--- src/rtl/ssd_pkg.sv ---
// ssd_pkg: shared constants and helpers for the 7-segment display path.
//   SEG_W / SEG_OFF   : segment bus width and the all-off pattern
//   SEG_DIGIT_0..9    : active-high A..G patterns (bit 6 = A, bit 0 = G)
//   slot_state_t      : scan slot phase (BLANK / DRIVE)
//   pin_level()       : maps an active-high internal level to the pin level
package ssd_pkg;

    localparam int SEG_W = 7;
    localparam logic [SEG_W-1:0] SEG_OFF = 7'b0000000;

    localparam logic [SEG_W-1:0] SEG_DIGIT_0 = 7'b1111110;
    localparam logic [SEG_W-1:0] SEG_DIGIT_1 = 7'b0110000;
    localparam logic [SEG_W-1:0] SEG_DIGIT_2 = 7'b1101101;
    localparam logic [SEG_W-1:0] SEG_DIGIT_3 = 7'b1111001;
    localparam logic [SEG_W-1:0] SEG_DIGIT_4 = 7'b0110011;
    localparam logic [SEG_W-1:0] SEG_DIGIT_5 = 7'b1011011;
    localparam logic [SEG_W-1:0] SEG_DIGIT_6 = 7'b1011111;
    localparam logic [SEG_W-1:0] SEG_DIGIT_7 = 7'b1110000;
    localparam logic [SEG_W-1:0] SEG_DIGIT_8 = 7'b1111111;
    localparam logic [SEG_W-1:0] SEG_DIGIT_9 = 7'b1111011;

    typedef enum logic {
        BLANK = 1'b0,
        DRIVE = 1'b1
    } slot_state_t;

    // Internal logic is active-high; active_low = 1 flips the level at the pin.
    function automatic logic pin_level(input logic v, input logic active_low);
        return v ^ active_low;
    endfunction

endpackage

--- src/rtl/ssd_scan_timer.sv ---
// ssd_scan_timer: slot counter, BLANK/DRIVE phase and digit index for the
// multiplexed display scan.
//   clk, rst        : clock, synchronous active-high reset
//   drive           : 1 while the current slot is in its DRIVE part
//   idx             : digit currently being scanned
//   frame_boundary  : 1 on the last cycle of the last digit slot
//
//   state | meaning
//   ------+-------------------------------------------------------------
//   BLANK | slot counts 0..BLANK_CYCLES-1, all anodes held off
//   DRIVE | slot counts BLANK_CYCLES..SCAN_DIV-1, selected digit may light
module ssd_scan_timer
    import ssd_pkg::*;
#(
    parameter int NUM_DIGITS   = 4,
    parameter int SCAN_DIV     = 100000,
    parameter int BLANK_CYCLES = 1000,
    localparam int CNT_W = $clog2(SCAN_DIV),
    localparam int IDX_W = (NUM_DIGITS > 1) ? $clog2(NUM_DIGITS) : 1
) (
    input  logic             clk,
    input  logic             rst,
    output logic             drive,
    output logic [IDX_W-1:0] idx,
    output logic             frame_boundary
);

    slot_state_t      state_q, state_d;
    logic [CNT_W-1:0] cnt_q, cnt_d;
    logic [IDX_W-1:0] idx_q, idx_d;
    logic             slot_end;
    logic             last_digit;

    assign slot_end   = (cnt_q == CNT_W'(SCAN_DIV - 1));
    assign last_digit = (idx_q == IDX_W'(NUM_DIGITS - 1));

    always_ff @(posedge clk) begin
        if (rst) begin
            state_q <= BLANK;
            cnt_q   <= '0;
            idx_q   <= '0;
        end else begin
            state_q <= state_d;
            cnt_q   <= cnt_d;
            idx_q   <= idx_d;
        end
    end

    always_comb begin
        state_d = state_q;
        cnt_d   = cnt_q + CNT_W'(1);
        idx_d   = idx_q;

        // The increment above would overflow only at the terminal count,
        // which is always overridden here.
        if (slot_end) begin
            cnt_d = '0;
            idx_d = last_digit ? '0 : idx_q + IDX_W'(1);
        end

        case (state_q)
            BLANK: if (cnt_q == CNT_W'(BLANK_CYCLES - 1)) state_d = DRIVE;
            DRIVE: if (slot_end)                          state_d = BLANK;
            default:                                      state_d = BLANK;
        endcase
    end

    assign drive          = (state_q == DRIVE);
    assign idx            = idx_q;
    assign frame_boundary = slot_end && last_digit;

endmodule

--- src/rtl/ssd_scan_controller.sv ---
// ssd_scan_controller: drives NUM_DIGITS common-anode digits over one shared
// segment bus, with anti-ghost blanking, per-digit enable, blink and a
// frame-synchronous double buffer.
//   clk, rst    : clock, synchronous active-high reset
//   seg_in      : digit k pattern at [7k+6:7k] (A..G, active-high)
//   dp_in       : decimal point per digit
//   digit_en    : digit k shown only when bit k = 1
//   blink_mask  : digit k blinks when bit k = 1
//   load        : 1-cycle strobe capturing the four inputs into staging
//   load_ack    : 1-cycle pulse when staging becomes the displayed data
//   seg_out     : shared segment bus (pin polarity per ACTIVE_LOW)
//   dp_out      : shared decimal point (pin polarity per ACTIVE_LOW)
//   an_out      : anode selects, one-hot or all off (pin polarity per ACTIVE_LOW)
//   frame_done  : 1-cycle pulse at the end of the last digit slot
module ssd_scan_controller
    import ssd_pkg::*;
#(
    parameter int NUM_DIGITS   = 4,
    parameter int SCAN_DIV     = 100000,
    parameter int BLANK_CYCLES = 1000,
    parameter int BLINK_FRAMES = 64,
    parameter int ACTIVE_LOW   = 1
) (
    input  logic                        clk,
    input  logic                        rst,
    input  logic [SEG_W*NUM_DIGITS-1:0] seg_in,
    input  logic [NUM_DIGITS-1:0]       dp_in,
    input  logic [NUM_DIGITS-1:0]       digit_en,
    input  logic [NUM_DIGITS-1:0]       blink_mask,
    input  logic                        load,
    output logic                        load_ack,
    output logic [SEG_W-1:0]            seg_out,
    output logic                        dp_out,
    output logic [NUM_DIGITS-1:0]       an_out,
    output logic                        frame_done
);

    localparam int   IDX_W = (NUM_DIGITS > 1) ? $clog2(NUM_DIGITS) : 1;
    localparam int   FRM_W = (BLINK_FRAMES > 1) ? $clog2(BLINK_FRAMES) : 1;
    localparam logic POL   = (ACTIVE_LOW != 0);

    logic             drive;
    logic [IDX_W-1:0] idx;
    logic             frame_boundary;

    ssd_scan_timer #(
        .NUM_DIGITS   (NUM_DIGITS),
        .SCAN_DIV     (SCAN_DIV),
        .BLANK_CYCLES (BLANK_CYCLES)
    ) u_timer (
        .clk            (clk),
        .rst            (rst),
        .drive          (drive),
        .idx            (idx),
        .frame_boundary (frame_boundary)
    );

    logic [SEG_W*NUM_DIGITS-1:0] stg_seg, sh_seg;
    logic [NUM_DIGITS-1:0]       stg_dp, sh_dp;
    logic [NUM_DIGITS-1:0]       stg_en, sh_en;
    logic [NUM_DIGITS-1:0]       stg_blink, sh_blink;
    logic                        pending;

    // Shadow is only written on the frame boundary. A load landing on the
    // boundary itself bypasses staging so it is not delayed a whole frame.
    always_ff @(posedge clk) begin
        if (rst) begin
            stg_seg   <= '0;
            stg_dp    <= '0;
            stg_en    <= '0;
            stg_blink <= '0;
            sh_seg    <= '0;
            sh_dp     <= '0;
            sh_en     <= '0;
            sh_blink  <= '0;
            pending   <= 1'b0;
        end else begin
            if (load) begin
                stg_seg   <= seg_in;
                stg_dp    <= dp_in;
                stg_en    <= digit_en;
                stg_blink <= blink_mask;
            end
            if (frame_boundary) begin
                pending <= 1'b0;
                if (load) begin
                    sh_seg   <= seg_in;
                    sh_dp    <= dp_in;
                    sh_en    <= digit_en;
                    sh_blink <= blink_mask;
                end else if (pending) begin
                    sh_seg   <= stg_seg;
                    sh_dp    <= stg_dp;
                    sh_en    <= stg_en;
                    sh_blink <= stg_blink;
                end
            end else if (load) begin
                pending <= 1'b1;
            end
        end
    end

    logic [FRM_W-1:0] frm_cnt;
    logic             blink_phase;

    always_ff @(posedge clk) begin
        if (rst) begin
            frm_cnt     <= '0;
            blink_phase <= 1'b0;
        end else if (frame_boundary) begin
            if (frm_cnt == FRM_W'(BLINK_FRAMES - 1)) begin
                frm_cnt     <= '0;
                blink_phase <= ~blink_phase;
            end else begin
                frm_cnt <= frm_cnt + FRM_W'(1);
            end
        end
    end

    logic                  show;
    logic [SEG_W-1:0]      seg_next;
    logic                  dp_next;
    logic [NUM_DIGITS-1:0] an_next;

    // A disabled or blinked-off digit still consumes its slot with the
    // anodes off, so the lit digits keep a constant duty cycle.
    always_comb begin
        seg_next = SEG_OFF;
        dp_next  = 1'b0;
        an_next  = '0;
        show     = drive && sh_en[idx] && !(sh_blink[idx] && blink_phase);
        if (show) begin
            seg_next    = sh_seg[int'(idx)*SEG_W +: SEG_W];
            dp_next     = sh_dp[idx];
            an_next[idx] = 1'b1;
        end
    end

    logic [SEG_W-1:0]      seg_pin;
    logic                  dp_pin;
    logic [NUM_DIGITS-1:0] an_pin;

    always_comb begin
        seg_pin = '0;
        an_pin  = '0;
        for (int k = 0; k < SEG_W; k++) begin
            seg_pin[k] = pin_level(seg_next[k], POL);
        end
        for (int k = 0; k < NUM_DIGITS; k++) begin
            an_pin[k] = pin_level(an_next[k], POL);
        end
        dp_pin = pin_level(dp_next, POL);
    end

    always_ff @(posedge clk) begin
        if (rst) begin
            seg_out    <= {SEG_W{POL}};
            dp_out     <= POL;
            an_out     <= {NUM_DIGITS{POL}};
            load_ack   <= 1'b0;
            frame_done <= 1'b0;
        end else begin
            seg_out    <= seg_pin;
            dp_out     <= dp_pin;
            an_out     <= an_pin;
            load_ack   <= frame_boundary && (load || pending);
            frame_done <= frame_boundary;
        end
    end

endmodule

--- config.mk ---
export PLATFORM = sky130hd
export DESIGN_NAME = ssd_scan_controller
export DESIGN_NICKNAME = d
export VERILOG_FILES = /design/src/rtl/ssd_pkg.sv /design/src/rtl/ssd_scan_timer.sv /design/src/rtl/ssd_scan_controller.sv
export SDC_FILE = /design/constraint.sdc
export NUM_CORES = 1
export LEC_CHECK = 0
export BUFFER_PORTS_ARGS = -buffer_cell sky130_fd_sc_hd__buf_2
export CORE_ASPECT_RATIO = 0.9
export CORE_MARGIN = 2
export CORE_UTILIZATION = 50
export CTS_CLUSTER_SIZE = 24
export DETAILED_ROUTE_END_ITERATION = 8
export GPL_ROUTABILITY_DRIVEN = 0
export PLACE_DENSITY = 0.73
export SLEW_MARGIN = 15
export SYNTH_ARGS = -nofsm -noshare
export SYNTH_HDL_FRONTEND = slang
export SYNTH_SLANG_ARGS = --single-unit
--- constraint.sdc ---
create_clock -name clk -period 1.85 [get_ports clk]
set_input_delay 0.185 -clock clk [delete_from_list [all_inputs] [get_ports clk]]
set_output_delay 0.185 -clock clk [all_outputs]
set_load 0.05 [all_outputs]
## Word-level counts from Yosys, hierarchy flattened

Cells that the tools add are included.

| cells by class | value |
|---|---|
| add/subtract/negate cells | 3 |
| multipliers | 1 |
| $lt $le $gt $ge | 2 |
| equal/unequal tests | 4 |
| shift-type cells | 1 |
| multiplexer cells | 24 |
| bitwise logic cells | 14 |
| reduce and logical (&&, ||, !) cells | 13 |

Operators with widths:

| cell | number |
|---|---|
| $mux W28 | 2 |
| $mux W4 | 7 |
| $shiftx A28 B6 Y7 | 1 |
| $add A17 B1 Y17 const B | 1 |
| $eq A17 B10 Y1 const B | 1 |
| $eq A17 B17 Y1 const B | 1 |
| $not A1 Y1 | 14 |
| $mux W1 | 7 |
| $mux W7 | 1 |
| $add A6 B1 Y6 const B | 1 |
| $bmux W1 S2 | 3 |
| $eq A6 B6 Y1 const B | 1 |
| $logic_and A1 B1 Y1 | 6 |
| $mux W6 | 1 |
| $mul A2 B3 Y5 const B | 1 |
| $reduce_and A2 Y1 | 2 |
| $reduce_or A2 Y1 | 2 |
| $lt A2 B3 Y1 const B | 1 |
| $add A2 B1 Y2 const B | 1 |
| $demux W1 S2 | 1 |
| $eq A2 B2 Y1 const B | 1 |
| $ge A2 B1 Y1 const B | 1 |
| $mux W2 | 1 |
| $pmux W1 S2 | 1 |
| 3 further kinds | 3 |

| storage, ports and cells | value |
|---|---|
| bits in registers | 122 |
| input bits | 43 |
| output and inout port bits | 14 |

## Logic depth before layout (Yosys ltp)

Gate-level depths: netlist (run 1).

| depth | value |
|---|---|
| word-level depth | 7 |
| depth in mapped cells | 7 |
| gate-level depth less buffers | 5 |

## Cells and area by module

From an unflattened synthesis (run 1), not the netlist that was laid out.

| second synthesis, totals | value |
|---|---|
| cell total of the unflattened synthesis | 470 |
| area, all modules | 4,748.3 sq um |

By module, submodules not included:

| module | instances | cells each | area an instance (sq um) | sequential area each (sq um) |
|---|---|---|---|---|
| ssd_scan_controller | 1 | 356 | 3,747.3 | 2,042.0 |
| ssd_scan_timer | 1 | 114 | 1,001.0 | 400.4 |

## Least setup slack after synthesis (run 1)

No wires, ideal clock.

| path | value |
|---|---|
| kind | reg-to-reg |
| start point | register u_timer.cnt_q[8] |
| end point | register frm_cnt[4] |
| library setup time | 0.070 ns |
| arrival | 1.922 ns |
| required time | 1.780 ns |
| setup slack | -0.143 ns |
| cell stages (with the launch flop) | 6 |
| path buffers | 1 |
| cell sequence | dfxtp_1 or3b_1 or4b_1 buf_2 or4_1 a21oi_1 |

| between the ends | value |
|---|---|
| cells in the longest elaborated chain, start to end | 2 |

Ends and longest elaborated chain:

| item | RTL line | RTL |
|---|---|---|
| start: declaration | ssd_scan_timer.sv:29 | `logic [CNT_W-1:0] cnt_q, cnt_d;` |
| start signal: assignment | ssd_scan_timer.sv:44 | `cnt_q <= cnt_d;` |
| $eq A17 B17 Y1 | ssd_scan_timer.sv:34 | `assign slot_end = (cnt_q == CNT_W'(SCAN_DIV - 1));` |
| $logic_and A1 B1 Y1 | ssd_scan_timer.sv:70 | `assign frame_boundary = slot_end && last_digit;` |
| end signal: assignment | ssd_scan_controller.sv:115 | `frm_cnt <= frm_cnt + FRM_W'(1);` |
| end: declaration | ssd_scan_controller.sv:103 | `logic [FRM_W-1:0] frm_cnt;` |

No other way between the ends.
A chain may end at the register's enable or synchronous reset.

## Worst setup path in the final report (run 1)

| path | value |
|---|---|
| start point | register u_timer.cnt_q[16] |
| end point | register frm_cnt[2] |

The elaborated chain is that of the path after synthesis.

==> results of run 1 <==
## synthesized netlist by cell type
cell	n	area [um2]
sky130_fd_sc_hd__dfxtp_1	122	2440
sky130_fd_sc_hd__xor2_1	5	43.8
sky130_fd_sc_hd__nor2_1	59	221
sky130_fd_sc_hd__o21ai_0	7	35.0
sky130_fd_sc_hd__ha_1	6	75.1
sky130_fd_sc_hd__a21o_1	1	7.51
sky130_fd_sc_hd__o31a_1	1	8.76
sky130_fd_sc_hd__nand3_1	12	60.1
sky130_fd_sc_hd__or2_2	2	12.5
sky130_fd_sc_hd__or3_1	3	18.8
sky130_fd_sc_hd__clkbuf_1	15	56.3
sky130_fd_sc_hd__buf_2	7	35.0
sky130_fd_sc_hd__buf_1	5	18.8
sky130_fd_sc_hd__nor4_1	6	37.5
sky130_fd_sc_hd__nand4b_1	1	8.76
sky130_fd_sc_hd__a31o_2	1	8.76
sky130_fd_sc_hd__and2_1	2	12.5
sky130_fd_sc_hd__a31oi_1	1	6.26
sky130_fd_sc_hd__mux4_2	9	203
sky130_fd_sc_hd__and4b_1	1	10.0
sky130_fd_sc_hd__xnor2_1	6	52.6
sky130_fd_sc_hd__and3_1	2	12.5
sky130_fd_sc_hd__nor2b_1	41	257
sky130_fd_sc_hd__nor3_1	5	25.0
sky130_fd_sc_hd__or3b_1	1	8.76
sky130_fd_sc_hd__or4b_1	1	10.0
sky130_fd_sc_hd__inv_1	8	30.0
sky130_fd_sc_hd__nor4b_1	1	8.76
sky130_fd_sc_hd__a211oi_1	1	7.51
sky130_fd_sc_hd__or4_1	6	45.0
sky130_fd_sc_hd__o31ai_1	3	22.5
sky130_fd_sc_hd__o2111ai_1	1	8.76
sky130_fd_sc_hd__mux2_2	39	439
sky130_fd_sc_hd__o21a_1	1	7.51
sky130_fd_sc_hd__o21bai_1	1	7.51
sky130_fd_sc_hd__mux2i_1	40	400
sky130_fd_sc_hd__nand4_1	5	31.3
sky130_fd_sc_hd__mux2_1	2	22.5
sky130_fd_sc_hd__nand2_1	19	71.3
sky130_fd_sc_hd__nor3b_1	1	7.51
sky130_fd_sc_hd__a21oi_1	12	60.1
sky130_fd_sc_hd__a21boi_0	4	30.0
## critical path, cell delays in order (launching register included)
cell and delay (ns):
sky130_fd_sc_hd__dfxtp_2 0.33, sky130_fd_sc_hd__or3b_4 0.39, sky130_fd_sc_hd__or4b_4 0.60, sky130_fd_sc_hd__or4_4 0.45, sky130_fd_sc_hd__a21oi_2 0.15
## stage by stage
step	total power, uW	util, %
3_3_place_gp	3000	58.5
4_1_cts	6200	69.2
2_1_floorplan	2900	-
5_1_grt	6380	70.2
6_report	6170	70.2
3_5_place_dp	3000	58.5
## report_power, final
| part | total (uW) | internal (uW) | switching, uW |
|---|---|---|---|
| registers | 2710 | 2690 | 18.3 |
| logic | 311 | 165 | 147 |
| clock network | 3150 | 1920 | 1230 |
| total | 6170 | 4770 | 1400 |
## state kept, by name, indices dropped and copies added (netlist names)
name,flops
sh_en,4
stg_dp,4
u_timer.drive,1
sh_dp,4
blink_phase,1
sh_seg,28
stg_en,4
dp_out,1
seg_out,7
pending,1
frame_done,1
u_timer.idx,2
sh_blink,4
stg_blink,4
load_ack,1
stg_seg,28
frm_cnt,6
u_timer.cnt_q,17
an_out,4
## metal layers
layer / GRT usage, % / vias up / share of wire (%)
met5: 0 / - / 0
met4: 9.37 / 0 / 1.8
met3: 6.88 / 18 / 5.2
met2: 36.5 / 119 / 49
met1: 27.3 / 1775 / 44
li1: - / 1882 / -
## worst paths after layout
| path | start | to | slack [ns] |
|---|---|---|---|
| worst min-delay path | rst | an_out[0]$_SDFF_PP1_ | 0.03 |
| worst max register to register | u_timer.cnt_q[16]$_SDFF_PP0_ | frm_cnt[2]$_SDFFE_PP0P_ | -0.14 |
| worst min register to register | frm_cnt[5]$_SDFFE_PP0P_ | frm_cnt[5]$_SDFFE_PP0P_ | 0.47 |
| worst max-delay path | u_timer.cnt_q[16]$_SDFF_PP0_ | frm_cnt[2]$_SDFFE_PP0P_ | -0.14 |
## cell type report
class,instances,area (um2),area share (%)
clock inverters,14,148,2.20
well taps,126,158,2.35
multi-input cells,309,2470,36.7
repair buffers,137,1050,15.6
clock buffers,18,418,6.22
inverters,8,30.0,0.447
flip-flops and latches,122,2450,36.4
## repair_timing
action                                  4_1_cts  5_1_grt
hold buffers                                 39        0
pin swaps                                     3        7
gates resized for setup                      17       23
hold endpoints to repair                     39        0
buffers inserted                              1        0
endpoints found under the setup margin       64       53
## cells by family (layout without fill, tap and decap cells)
logic type	after synthesis	after routing	share of synthesized area, %
compound gates	34	34	4.30
xor+xnor	11	11	1.97
fa+ha+maj	6	6	1.54
buf+inv	35	177	2.87
flops	122	122	50.0
mux	90	90	21.8
simple gates	168	168	17.6
==> flow_results.xml, run 1 <==
<?xml version="1.0" encoding="UTF-8"?>
<metrics>
  <group name="worst_setup_path">
    <metric name="crit_path_end_kind" unit="">flop</metric>
    <metric name="timing_worst_setup_path_type" unit="">flop to flop</metric>
    <metric name="critPathMaxFanout" unit="">7</metric>
    <metric name="worst_r2r_path_depth" unit="">4</metric>
    <metric name="required" unit="ns">2.29</metric>
    <metric name="critical_path.startpoint_type" unit="">flop</metric>
    <metric name="critPathArrivalTime" unit="ns">2.44</metric>
  </group>
  <group name="sta">
    <metric name="tns" unit="ns">-4.58</metric>
    <metric name="timing_max_transition_violations_final" unit="">0</metric>
    <metric name="timing_hold_violations_final" unit="">0</metric>
    <metric name="min_period_over_period" unit="%">108</metric>
    <metric name="rsz0062_at_grt" unit="">yes</metric>
    <metric name="setup_slack" unit="ns">-0.144</metric>
    <metric name="max-slew-margin-rel" unit="%">37.8</metric>
    <metric name="report.final.setup_viol" unit="">49</metric>
    <metric name="fin_worst_skew" unit="ns">0.00613</metric>
    <metric name="worst_slew_pin_slew" unit="ns">0.933</metric>
    <metric name="timing.final.crit_period" unit="ns">1.99</metric>
    <metric name="fmaxAchievable" unit="MHz">501</metric>
    <metric name="whs" unit="ns">0.0326</metric>
  </group>
  <group name="global_route">
    <metric name="grt.overflow.total" unit="">0</metric>
    <metric name="grt_util_all_layers" unit="%">22.3</metric>
    <metric name="grt_pass1_vias" unit="">3886</metric>
    <metric name="grt_antenna_before_repair" unit="">0</metric>
    <metric name="largest_net_degree_at_the_start_of_global_routing" unit="">94</metric>
    <metric name="global_route_wire_length_before_repair" unit="um">18200</metric>
  </group>
  <group name="route">
    <metric name="drt_first_iter_violations" unit="">166</metric>
    <metric name="detail_route.drc_violations" unit="">0</metric>
    <metric name="antenna_violating_nets_remaining" unit="">0</metric>
    <metric name="first_pass_iteration_count_of_the_detailed_router" unit="">4</metric>
    <metric name="avgViaCountPerCell" unit="">5.17</metric>
    <metric name="routed-via-count" unit="">3794</metric>
    <metric name="drt-wirelength-per-cell" unit="um">15.4</metric>
    <metric name="routed_wl" unit="um">11300</metric>
  </group>
  <group name="die">
    <metric name="dieHeight" unit="um">97.8</metric>
    <metric name="initial_core_util" unit="%">51.1</metric>
    <metric name="fp.dieArea" unit="um2">10600</metric>
    <metric name="floorplan.rows" unit="">34</metric>
    <metric name="chipWidth" unit="um">108</metric>
    <metric name="design.core.area" unit="um2">9570</metric>
    <metric name="io_pins" unit="">57</metric>
  </group>
  <group name="cts">
    <metric name="cts.path.max_buffers" unit="">2</metric>
    <metric name="htree_levels" unit="">4</metric>
    <metric name="clock-sinks" unit="">122</metric>
    <metric name="tritoncts" unit="">built</metric>
    <metric name="cts-root-buf" unit="">sky130_fd_sc_hd__clkbuf_8</metric>
    <metric name="tritoncts.num_buffers" unit="">17</metric>
    <metric name="clk-insertion-delay-late" unit="ns">0.52</metric>
    <metric name="clkSlewWorstSetupHoldPaths" unit="ns">0.06</metric>
  </group>
  <group name="yosys">
    <metric name="post_synth.cell_area_avg" unit="um2">10.5</metric>
    <metric name="synth.net_count" unit="">515</metric>
    <metric name="synth_sequential_area_ratio" unit="%">50.0</metric>
    <metric name="synth_cell_type_count" unit="">42</metric>
    <metric name="netlist_instances" unit="">466</metric>
    <metric name="netlist_area" unit="um2">4890</metric>
    <metric name="synth.yosys.warnings" unit="">0</metric>
    <metric name="ys_seq_elements" unit="">122</metric>
  </group>
  <group name="hold_path">
    <metric name="hold_depth" unit="">3</metric>
    <metric name="hold_class" unit="">primary input to flop</metric>
  </group>
  <group name="cells_and_area">
    <metric name="nets" unit="">644</metric>
    <metric name="final-instance-count-excl-fill" unit="">734</metric>
    <metric name="filler_cell_count" unit="">674</metric>
    <metric name="commonest_cells_after_routing_fill_and_taps_aside" unit="">sky130_fd_sc_hd__dfxtp_1, sky130_fd_sc_hd__nor2_1, sky130_fd_sc_hd__buf_2</metric>
    <metric name="fraction_of_final_layout_cells_sized_beyond_drive_strength_1" unit="%">34.4</metric>
    <metric name="num_antenna_cells" unit="">0</metric>
    <metric name="most_frequent_standard_cell_in_the_layout_excluding_fill_and_tap_cells" unit="">sky130_fd_sc_hd__dfxtp_1</metric>
    <metric name="stdcell_area" unit="um2">6720</metric>
    <metric name="areaGrowthSynthToFinish" unit="%">37.5</metric>
  </group>
  <group name="placed_design">
    <metric name="placed_cells_incl_taps" unit="">662</metric>
    <metric name="io_buffer_count" unit="">56</metric>
    <metric name="placed_cell_area" unit="um2">5600</metric>
    <metric name="dp.final_hpwl" unit="um">6860</metric>
    <metric name="dp_slack" unit="ns">-0.229</metric>
  </group>
  <group name="power">
    <metric name="cellLeakagePower" unit="uW">0.00282</metric>
    <metric name="vdd_ir_drop_max" unit="V">0.000859</metric>
    <metric name="power_density" unit="nW/um2">918</metric>
  </group>
  <group name="run_status">
    <metric name="run_status" unit="">finished, violations left</metric>
    <metric name="failed_checks" unit="">negative setup slack</metric>
  </group>
  <group name="flow_run">
    <metric name="maxCapViolations" unit="">0</metric>
  </group>
</metrics>
Note: power is estimated with default switching activity, not from simulation.
==> run 2: changes to the inputs <==
Settings changed: CORE_ASPECT_RATIO 0.9 to 0.6, CTS_CLUSTER_SIZE 24 to 25.
==> run 2 against run 1 <==
Net effect:
- the run still ends with negative setup slack left
- critical path type unchanged
- routed wire length decreased by 2.5%
- non-clock buffer count decreased by 36
- utilization decreased by 2.3 points
- first-iteration DRC count increased by 86%
- sequential share of layout area increased by 2.3 points
- total power increased by 2.5%
- die area increased by 0.23%
- clock-buffer cell count increased by 2
- via count decreased by 2.8%
- sequential power about the same
- clock skew about the same
==> flow_results.xml, run 2 (synthesis gave the netlist of run 1 again) <==
<?xml version="1.0" encoding="UTF-8"?>
<metrics>
  <group name="worst_setup_path">
    <metric name="critical_path.startpoint_type" unit="">flop</metric>
    <metric name="timing.rr.end" unit="">sh_dp[1]$_SDFFE_PP0P_</metric>
    <metric name="crit_path_end_kind" unit="">flop</metric>
    <metric name="worst_path_max_delay_cell" unit="">sky130_fd_sc_hd__or3b_4</metric>
    <metric name="path_cells" unit="">or3b_4 -&gt; buf_6 -&gt; nor4_4 -&gt; buf_4 -&gt; o2111ai_4 -&gt; buf_12 -&gt; mux2_4</metric>
    <metric name="required" unit="ns">2.14</metric>
    <metric name="timing_worst_setup_path_type" unit="">flop to flop</metric>
    <metric name="worst_r2r_path_depth" unit="">7</metric>
    <metric name="worst_setup_ep" unit="">sh_dp[1]$_SDFFE_PP0P_</metric>
    <metric name="worst-r2r-setup-slack" unit="ns">-0.14</metric>
    <metric name="origin_of_the_critical_flop_to_flop_path" unit="">u_timer.cnt_q[6]$_SDFF_PP0_</metric>
    <metric name="critPathMaxFanout" unit="">31</metric>
    <metric name="crit_path_max_incr_delay" unit="ns">0.40</metric>
    <metric name="critPathArrivalTime" unit="ns">2.28</metric>
    <metric name="crit_start" unit="">u_timer.cnt_q[6]$_SDFF_PP0_</metric>
  </group>
  <group name="placed_design">
    <metric name="dp.final_hpwl" unit="um">7600</metric>
    <metric name="io_buffer_count" unit="">56</metric>
    <metric name="placed_cell_area" unit="um2">5570</metric>
    <metric name="placed_cells_incl_taps" unit="">666</metric>
  </group>
  <group name="die">
    <metric name="design.core.area" unit="um2">9320</metric>
    <metric name="initial_core_util" unit="%">52.4</metric>
    <metric name="chipWidth" unit="um">132</metric>
    <metric name="io_pins" unit="">57</metric>
    <metric name="fp.dieArea" unit="um2">10600</metric>
    <metric name="dieHeight" unit="um">80.6</metric>
    <metric name="floorplan.rows" unit="">27</metric>
  </group>
  <group name="global_route">
    <metric name="grt_util_all_layers" unit="%">22.0</metric>
    <metric name="global_route.usage.met1" unit="%">30.0</metric>
    <metric name="grt-busiest-layer" unit="">met2</metric>
    <metric name="global_route_wire_length_before_repair" unit="um">18100</metric>
    <metric name="met3_global_route_usage" unit="%">6.50</metric>
    <metric name="grt.overflow.total" unit="">0</metric>
    <metric name="largest_net_degree_at_the_start_of_global_routing" unit="">39</metric>
    <metric name="grt_pass1_vias" unit="">3708</metric>
    <metric name="grt_antenna_before_repair" unit="">0</metric>
    <metric name="grt.met2_usage" unit="%">33.3</metric>
  </group>
  <group name="sta">
    <metric name="fin_worst_skew" unit="ns">0.00565</metric>
    <metric name="rsz0062_at_grt" unit="">yes</metric>
    <metric name="tns" unit="ns">-4.53</metric>
    <metric name="max-slew-margin-rel" unit="%">55.2</metric>
    <metric name="report.final.setup_viol" unit="">49</metric>
    <metric name="timing.final.crit_period" unit="ns">1.99</metric>
    <metric name="timing_hold_violations_final" unit="">0</metric>
    <metric name="min_period_over_period" unit="%">108</metric>
    <metric name="worst_slew_pin_slew" unit="ns">0.671</metric>
    <metric name="fmaxAchievable" unit="MHz">502</metric>
    <metric name="setup_slack" unit="ns">-0.142</metric>
    <metric name="timing_max_transition_violations_final" unit="">0</metric>
  </group>
  <group name="hold_path">
    <metric name="min-delay-start" unit="">blink_mask[2]</metric>
    <metric name="hold_class" unit="">primary input to flop</metric>
  </group>
  <group name="route">
    <metric name="routed_wl" unit="um">11000</metric>
    <metric name="first_pass_iteration_count_of_the_detailed_router" unit="">5</metric>
    <metric name="antenna_violating_nets_remaining" unit="">0</metric>
    <metric name="routed-via-count" unit="">3686</metric>
    <metric name="detail_route.drc_violations" unit="">0</metric>
    <metric name="avgViaCountPerCell" unit="">5.25</metric>
    <metric name="drt_first_iter_violations" unit="">309</metric>
    <metric name="drt-wirelength-per-cell" unit="um">15.7</metric>
  </group>
  <group name="cells_and_area">
    <metric name="fraction_of_final_layout_cells_sized_beyond_drive_strength_1" unit="%">37.1</metric>
    <metric name="nets" unit="">608</metric>
    <metric name="stdcell_area" unit="um2">6330</metric>
    <metric name="filler_cell_count" unit="">711</metric>
    <metric name="most_frequent_standard_cell_in_the_layout_excluding_fill_and_tap_cells" unit="">sky130_fd_sc_hd__dfxtp_1</metric>
    <metric name="commonest_cells_after_routing_fill_and_taps_aside" unit="">sky130_fd_sc_hd__dfxtp_1, sky130_fd_sc_hd__nor2_1, sky130_fd_sc_hd__buf_2</metric>
    <metric name="num_antenna_cells" unit="">0</metric>
    <metric name="biggestRegsByFlops" unit="">sh_seg (28), stg_seg (28), u_timer.cnt_q (17)</metric>
    <metric name="areaGrowthSynthToFinish" unit="%">29.4</metric>
    <metric name="final-instance-count-excl-fill" unit="">702</metric>
  </group>
  <group name="cts">
    <metric name="tritoncts" unit="">built</metric>
    <metric name="cts_hold_buf" unit="">0</metric>
    <metric name="cts.path.max_buffers" unit="">2</metric>
    <metric name="clkSlewWorstSetupHoldPaths" unit="ns">0.05</metric>
    <metric name="cts-root-buf" unit="">sky130_fd_sc_hd__clkbuf_16</metric>
    <metric name="tritoncts.num_buffers" unit="">17</metric>
    <metric name="clk-insertion-delay-late" unit="ns">0.41</metric>
    <metric name="clock-sinks" unit="">122</metric>
    <metric name="htree_levels" unit="">4</metric>
  </group>
  <group name="power">
    <metric name="vdd_ir_drop_max" unit="V">0.000696</metric>
    <metric name="power_density" unit="nW/um2">999</metric>
    <metric name="cellLeakagePower" unit="uW">0.00266</metric>
  </group>
  <group name="run_status">
    <metric name="failed_checks" unit="">negative setup slack</metric>
    <metric name="run_status" unit="">finished, violations left</metric>
  </group>
  <group name="flow_run">
    <metric name="maxCapViolations" unit="">0</metric>
  </group>
</metrics>
==> run 2: cell count changes in the layout (fill, tap and decap cells not counted), sizes merged <==
cell	delta
dlygate4sd3	-39
buf	+3
clkbuf	+2
clkinv	-2
inv	-2
bufinv	+1
clkinvlp	+1
==> run 2: report_power, final <==
| part | total (uW) | internal [uW] | switching (uW) |
|---|---|---|---|
| Clock | 3360 | 2210 | 1150 |
| Sequential | 2710 | 2690 | 21.0 |
| Combinational | 248 | 109 | 139 |
==> run 2: worst min-delay path by stage <==
stage	endpoint	slack, ns	cells after the start
global placement	frm_cnt[5]$_SDFFE_PP0P_	0.45	1
global route	stg_seg[8]$_SDFFE_PP0P_	0.08	3
finish	stg_blink[2]$_SDFFE_PP0P_	0.06	3
CTS	stg_blink[2]$_SDFFE_PP0P_	0.05	3
detailed placement	frm_cnt[5]$_SDFFE_PP0P_	0.46	1
floorplan	stg_dp[1]$_SDFFE_PP0P_	0.36	2
==> run 2: area by class of cell <==
class                           instances  area [um2]  share of cell area (%)
Sequential cell                       122        2450                    38.7
Multi-Input combinational cell        309        2420                    38.3
Timing Repair Buffer                  101         646                    10.2
Clock buffer                           20         467                    7.38
Tap cell                              130         163                    2.57
Clock inverter                         12         146                    2.31
Inverter                                8        30.0                   0.475
==> run 2: critical path, delay by kind of cell (launching register included) <==
family / cells / cell delay [ns]
buffers and inverters: 3 / 0.52
DFF: 1 / 0.32
and+or+nand+nor: 2 / 0.58
AOI/OAI and AO/OA: 1 / 0.14
muxes: 1 / 0.31
==> run 2: per-stage QoR <==
stage          hold slack (ns)  power, uW  utilization (%)  worst slack (ns)
2_1_floorplan            0.358       2900                -           -0.0887
3_3_place_gp             0.453       3000             59.7            -0.205
3_5_place_dp             0.458       3010             59.7            -0.249
4_1_cts                 0.0484       6370             67.5            -0.164
5_1_grt                 0.0810       6520             67.8            -0.237
6_report                0.0554       6320             67.8            -0.142
==> run 2: repair_timing <==
action                     4_1_cts  5_1_grt
setup endpoints to repair       69       62
pin swaps                        0        2
cloned                           1        0
buffers inserted                 3        1
resized for setup               24       10
==> run 2: layer usage <==
| layer | vias up | part of all wire [%] |
|---|---|---|
| met2 | 104 | 44 |
| met5 | - | 0 |
| met3 | 14 | 5.9 |
| li1 | 1790 | - |
| met4 | 0 | 1.1 |
| met1 | 1778 | 49 |
==> run 3: changes to the inputs <==
Settings changed: BUFFER_PORTS_ARGS -buffer_cell sky130_fd_sc_hd__buf_2 to -buffer_cell sky130_fd_sc_hd__buf_4, CORE_UTILIZATION 50 to 40, PLACE_DENSITY 0.73 to not set.
==> run 3 against run 2 <==
Net effect:
- the flow still finishes with violations (negative setup slack)
- largest power group unchanged
- highest routed layer unchanged
- cell count is 3.7% higher
- register-to-register slack got worse by 0.02 ns
- maximum frequency fell by 0.75%
- first-iteration DRC count fell by 48%
- total power is 4.5% higher
- die area increased by 24%
- worst setup slack worse by 0.015 ns
- critical path depth down 3
- clock-buffer cell count rose by 2
- global-route usage decreased by 4.3 points
- clock skew down 0.00072 ns
==> flow_results.xml, run 3 (synthesis gave the netlist of run 1 again) <==
<?xml version="1.0" encoding="UTF-8"?>
<metrics>
  <group name="run_status">
    <metric name="run_status" unit="">finished, violations left</metric>
    <metric name="failed_checks" unit="">negative setup slack</metric>
  </group>
  <group name="cts">
    <metric name="clock-sinks" unit="">122</metric>
    <metric name="clkSlewWorstSetupHoldPaths" unit="ns">0.05</metric>
    <metric name="htree_levels" unit="">4</metric>
    <metric name="tritoncts.num_buffers" unit="">17</metric>
    <metric name="tritoncts" unit="">built</metric>
    <metric name="cts.path.max_buffers" unit="">2</metric>
    <metric name="cts_hold_buf" unit="">0</metric>
    <metric name="clk-insertion-delay-late" unit="ns">0.40</metric>
    <metric name="cts-root-buf" unit="">sky130_fd_sc_hd__clkbuf_16</metric>
  </group>
  <group name="worst_setup_path">
    <metric name="critical_path.startpoint_type" unit="">flop</metric>
    <metric name="crit_path_end_kind" unit="">flop</metric>
    <metric name="origin_of_the_critical_flop_to_flop_path" unit="">u_timer.cnt_q[6]$_SDFF_PP0_</metric>
    <metric name="critPathMaxFanout" unit="">10</metric>
    <metric name="timing.rr.end" unit="">u_timer.idx[0]$_SDFFE_PP0N_</metric>
    <metric name="worst_setup_ep" unit="">u_timer.idx[0]$_SDFFE_PP0N_</metric>
    <metric name="required" unit="ns">2.18</metric>
    <metric name="worst_r2r_path_depth" unit="">4</metric>
    <metric name="timing_worst_setup_path_type" unit="">flop to flop</metric>
    <metric name="worst-r2r-setup-slack" unit="ns">-0.16</metric>
    <metric name="critPathArrivalTime" unit="ns">2.34</metric>
    <metric name="crit_start" unit="">u_timer.cnt_q[6]$_SDFF_PP0_</metric>
  </group>
  <group name="power">
    <metric name="cellLeakagePower" unit="uW">0.00274</metric>
    <metric name="power_density" unit="nW/um2">1010</metric>
    <metric name="vdd_ir_drop_max" unit="V">0.000649</metric>
  </group>
  <group name="route">
    <metric name="routed-via-count" unit="">3575</metric>
    <metric name="drt_first_iter_violations" unit="">161</metric>
    <metric name="drt-wirelength-per-cell" unit="um">15.3</metric>
    <metric name="avgViaCountPerCell" unit="">4.91</metric>
    <metric name="first_pass_iteration_count_of_the_detailed_router" unit="">5</metric>
    <metric name="detail_route.drc_violations" unit="">0</metric>
    <metric name="antenna_violating_nets_remaining" unit="">0</metric>
    <metric name="routed_wl" unit="um">11100</metric>
  </group>
  <group name="global_route">
    <metric name="global_route_wire_length_before_repair" unit="um">17900</metric>
    <metric name="grt_util_all_layers" unit="%">17.7</metric>
    <metric name="grt_antenna_before_repair" unit="">0</metric>
    <metric name="largest_net_degree_at_the_start_of_global_routing" unit="">28</metric>
    <metric name="grt_pass1_vias" unit="">3558</metric>
    <metric name="grt.overflow.total" unit="">0</metric>
  </group>
  <group name="sta">
    <metric name="timing.final.crit_period" unit="ns">2.01</metric>
    <metric name="report.final.setup_viol" unit="">49</metric>
    <metric name="max-slew-margin-rel" unit="%">75.4</metric>
    <metric name="fmaxAchievable" unit="MHz">498</metric>
    <metric name="worst_slew_pin_slew" unit="ns">0.366</metric>
    <metric name="setup_slack" unit="ns">-0.157</metric>
    <metric name="fin_worst_skew" unit="ns">0.00493</metric>
    <metric name="timing_max_transition_violations_final" unit="">0</metric>
    <metric name="min_period_over_period" unit="%">108</metric>
    <metric name="timing_hold_violations_final" unit="">0</metric>
    <metric name="rsz0062_at_grt" unit="">yes</metric>
    <metric name="tns" unit="ns">-3.61</metric>
  </group>
  <group name="cells_and_area">
    <metric name="areaGrowthSynthToFinish" unit="%">33.7</metric>
    <metric name="commonest_cells_after_routing_fill_and_taps_aside" unit="">sky130_fd_sc_hd__dfxtp_1, sky130_fd_sc_hd__buf_4, sky130_fd_sc_hd__nor2_1</metric>
    <metric name="biggestRegsByFlops" unit="">sh_seg (28), stg_seg (28), u_timer.cnt_q (17)</metric>
    <metric name="stdcell_area" unit="um2">6540</metric>
    <metric name="nets" unit="">602</metric>
    <metric name="num_antenna_cells" unit="">0</metric>
    <metric name="fraction_of_final_layout_cells_sized_beyond_drive_strength_1" unit="%">34.5</metric>
    <metric name="filler_cell_count" unit="">1021</metric>
    <metric name="most_frequent_standard_cell_in_the_layout_excluding_fill_and_tap_cells" unit="">sky130_fd_sc_hd__dfxtp_1</metric>
  </group>
  <group name="hold_path">
    <metric name="hold_depth" unit="">3</metric>
    <metric name="min-delay-start" unit="">seg_in[22]</metric>
    <metric name="hold_class" unit="">primary input to flop</metric>
  </group>
  <group name="die">
    <metric name="dieHeight" unit="um">89.6</metric>
    <metric name="floorplan.rows" unit="">31</metric>
    <metric name="fp.dieArea" unit="um2">13100</metric>
    <metric name="design.core.area" unit="um2">12000</metric>
    <metric name="io_pins" unit="">57</metric>
    <metric name="initial_core_util" unit="%">40.8</metric>
    <metric name="chipWidth" unit="um">147</metric>
  </group>
  <group name="placed_design">
    <metric name="dp_slack" unit="ns">-0.206</metric>
    <metric name="placed_cell_area" unit="um2">5770</metric>
    <metric name="dp.final_hpwl" unit="um">7560</metric>
    <metric name="io_buffer_count" unit="">56</metric>
  </group>
  <group name="flow_run">
    <metric name="maxCapViolations" unit="">0</metric>
  </group>
</metrics>
## run 3: worst min-delay path by stage
stage                     slack, ns                  endpoint
final                          0.06  stg_seg[22]$_SDFFE_PP0P_
after global routing           0.06  stg_seg[23]$_SDFFE_PP0P_
after CTS                      0.05  stg_seg[22]$_SDFFE_PP0P_
after detailed placement       0.47   frm_cnt[5]$_SDFFE_PP0P_
after global placement         0.45   frm_cnt[5]$_SDFFE_PP0P_
after floorplan                0.36    stg_dp[1]$_SDFFE_PP0P_
## run 3: what timing repair did
item                                    CTS  global route
resized for setup                        12            11
endpoints found under the setup margin   81            75
buffers inserted                          0             1
pin swaps                                 1             1
gates cloned                              0             0
## run 3: stage by stage
stage               std cells  total power [uW]  hold WS [ns]  util (%)
floorplan                 466              2900         0.358         -
detailed placement        698              3040         0.465      48.1
CTS                       727              6660        0.0522      54.0
global placement          698              3030         0.452      48.1
finish                    728              6600        0.0627      54.5
global route              728              6800        0.0640      54.5
## run 3: per-layer routing
metal	global-route usage (%)	up-vias	routed length, um
li1	-	1788	-
met1	24.1	1683	5550
met2	27.1	98	4840
met3	5.56	6	680
met4	5.65	0	72
met5	0	-	0
## run 3: critical path, cell delays in order (launching register included)
cell,delay (ns)
sky130_fd_sc_hd__dfxtp_2,0.31
sky130_fd_sc_hd__or3b_4,0.40
sky130_fd_sc_hd__or4b_4,0.63
sky130_fd_sc_hd__or4_4,0.46
sky130_fd_sc_hd__a21oi_2,0.13
## run 3: where the power goes
part / internal, uW / switching [uW] / leakage (uW) / total (uW)
registers: 2690 / 17.2 / 0.000993 / 2710
logic: 138 / 137 / 0.00143 / 275
clock network: 2510 / 1110 / 0.000318 / 3620
## run 3: cell type report
cell class              instances  area (um2)  share of cell area, %
clock buffers                  22         484                   7.41
inverters                       8        30.0                  0.459
clock inverters                 7         164                   2.51
flip-flops and latches        122        2440                   37.4
multi-input cells             309        2430                   37.1
well taps                     165         206                   3.16
repair buffers                 95         779                   11.9
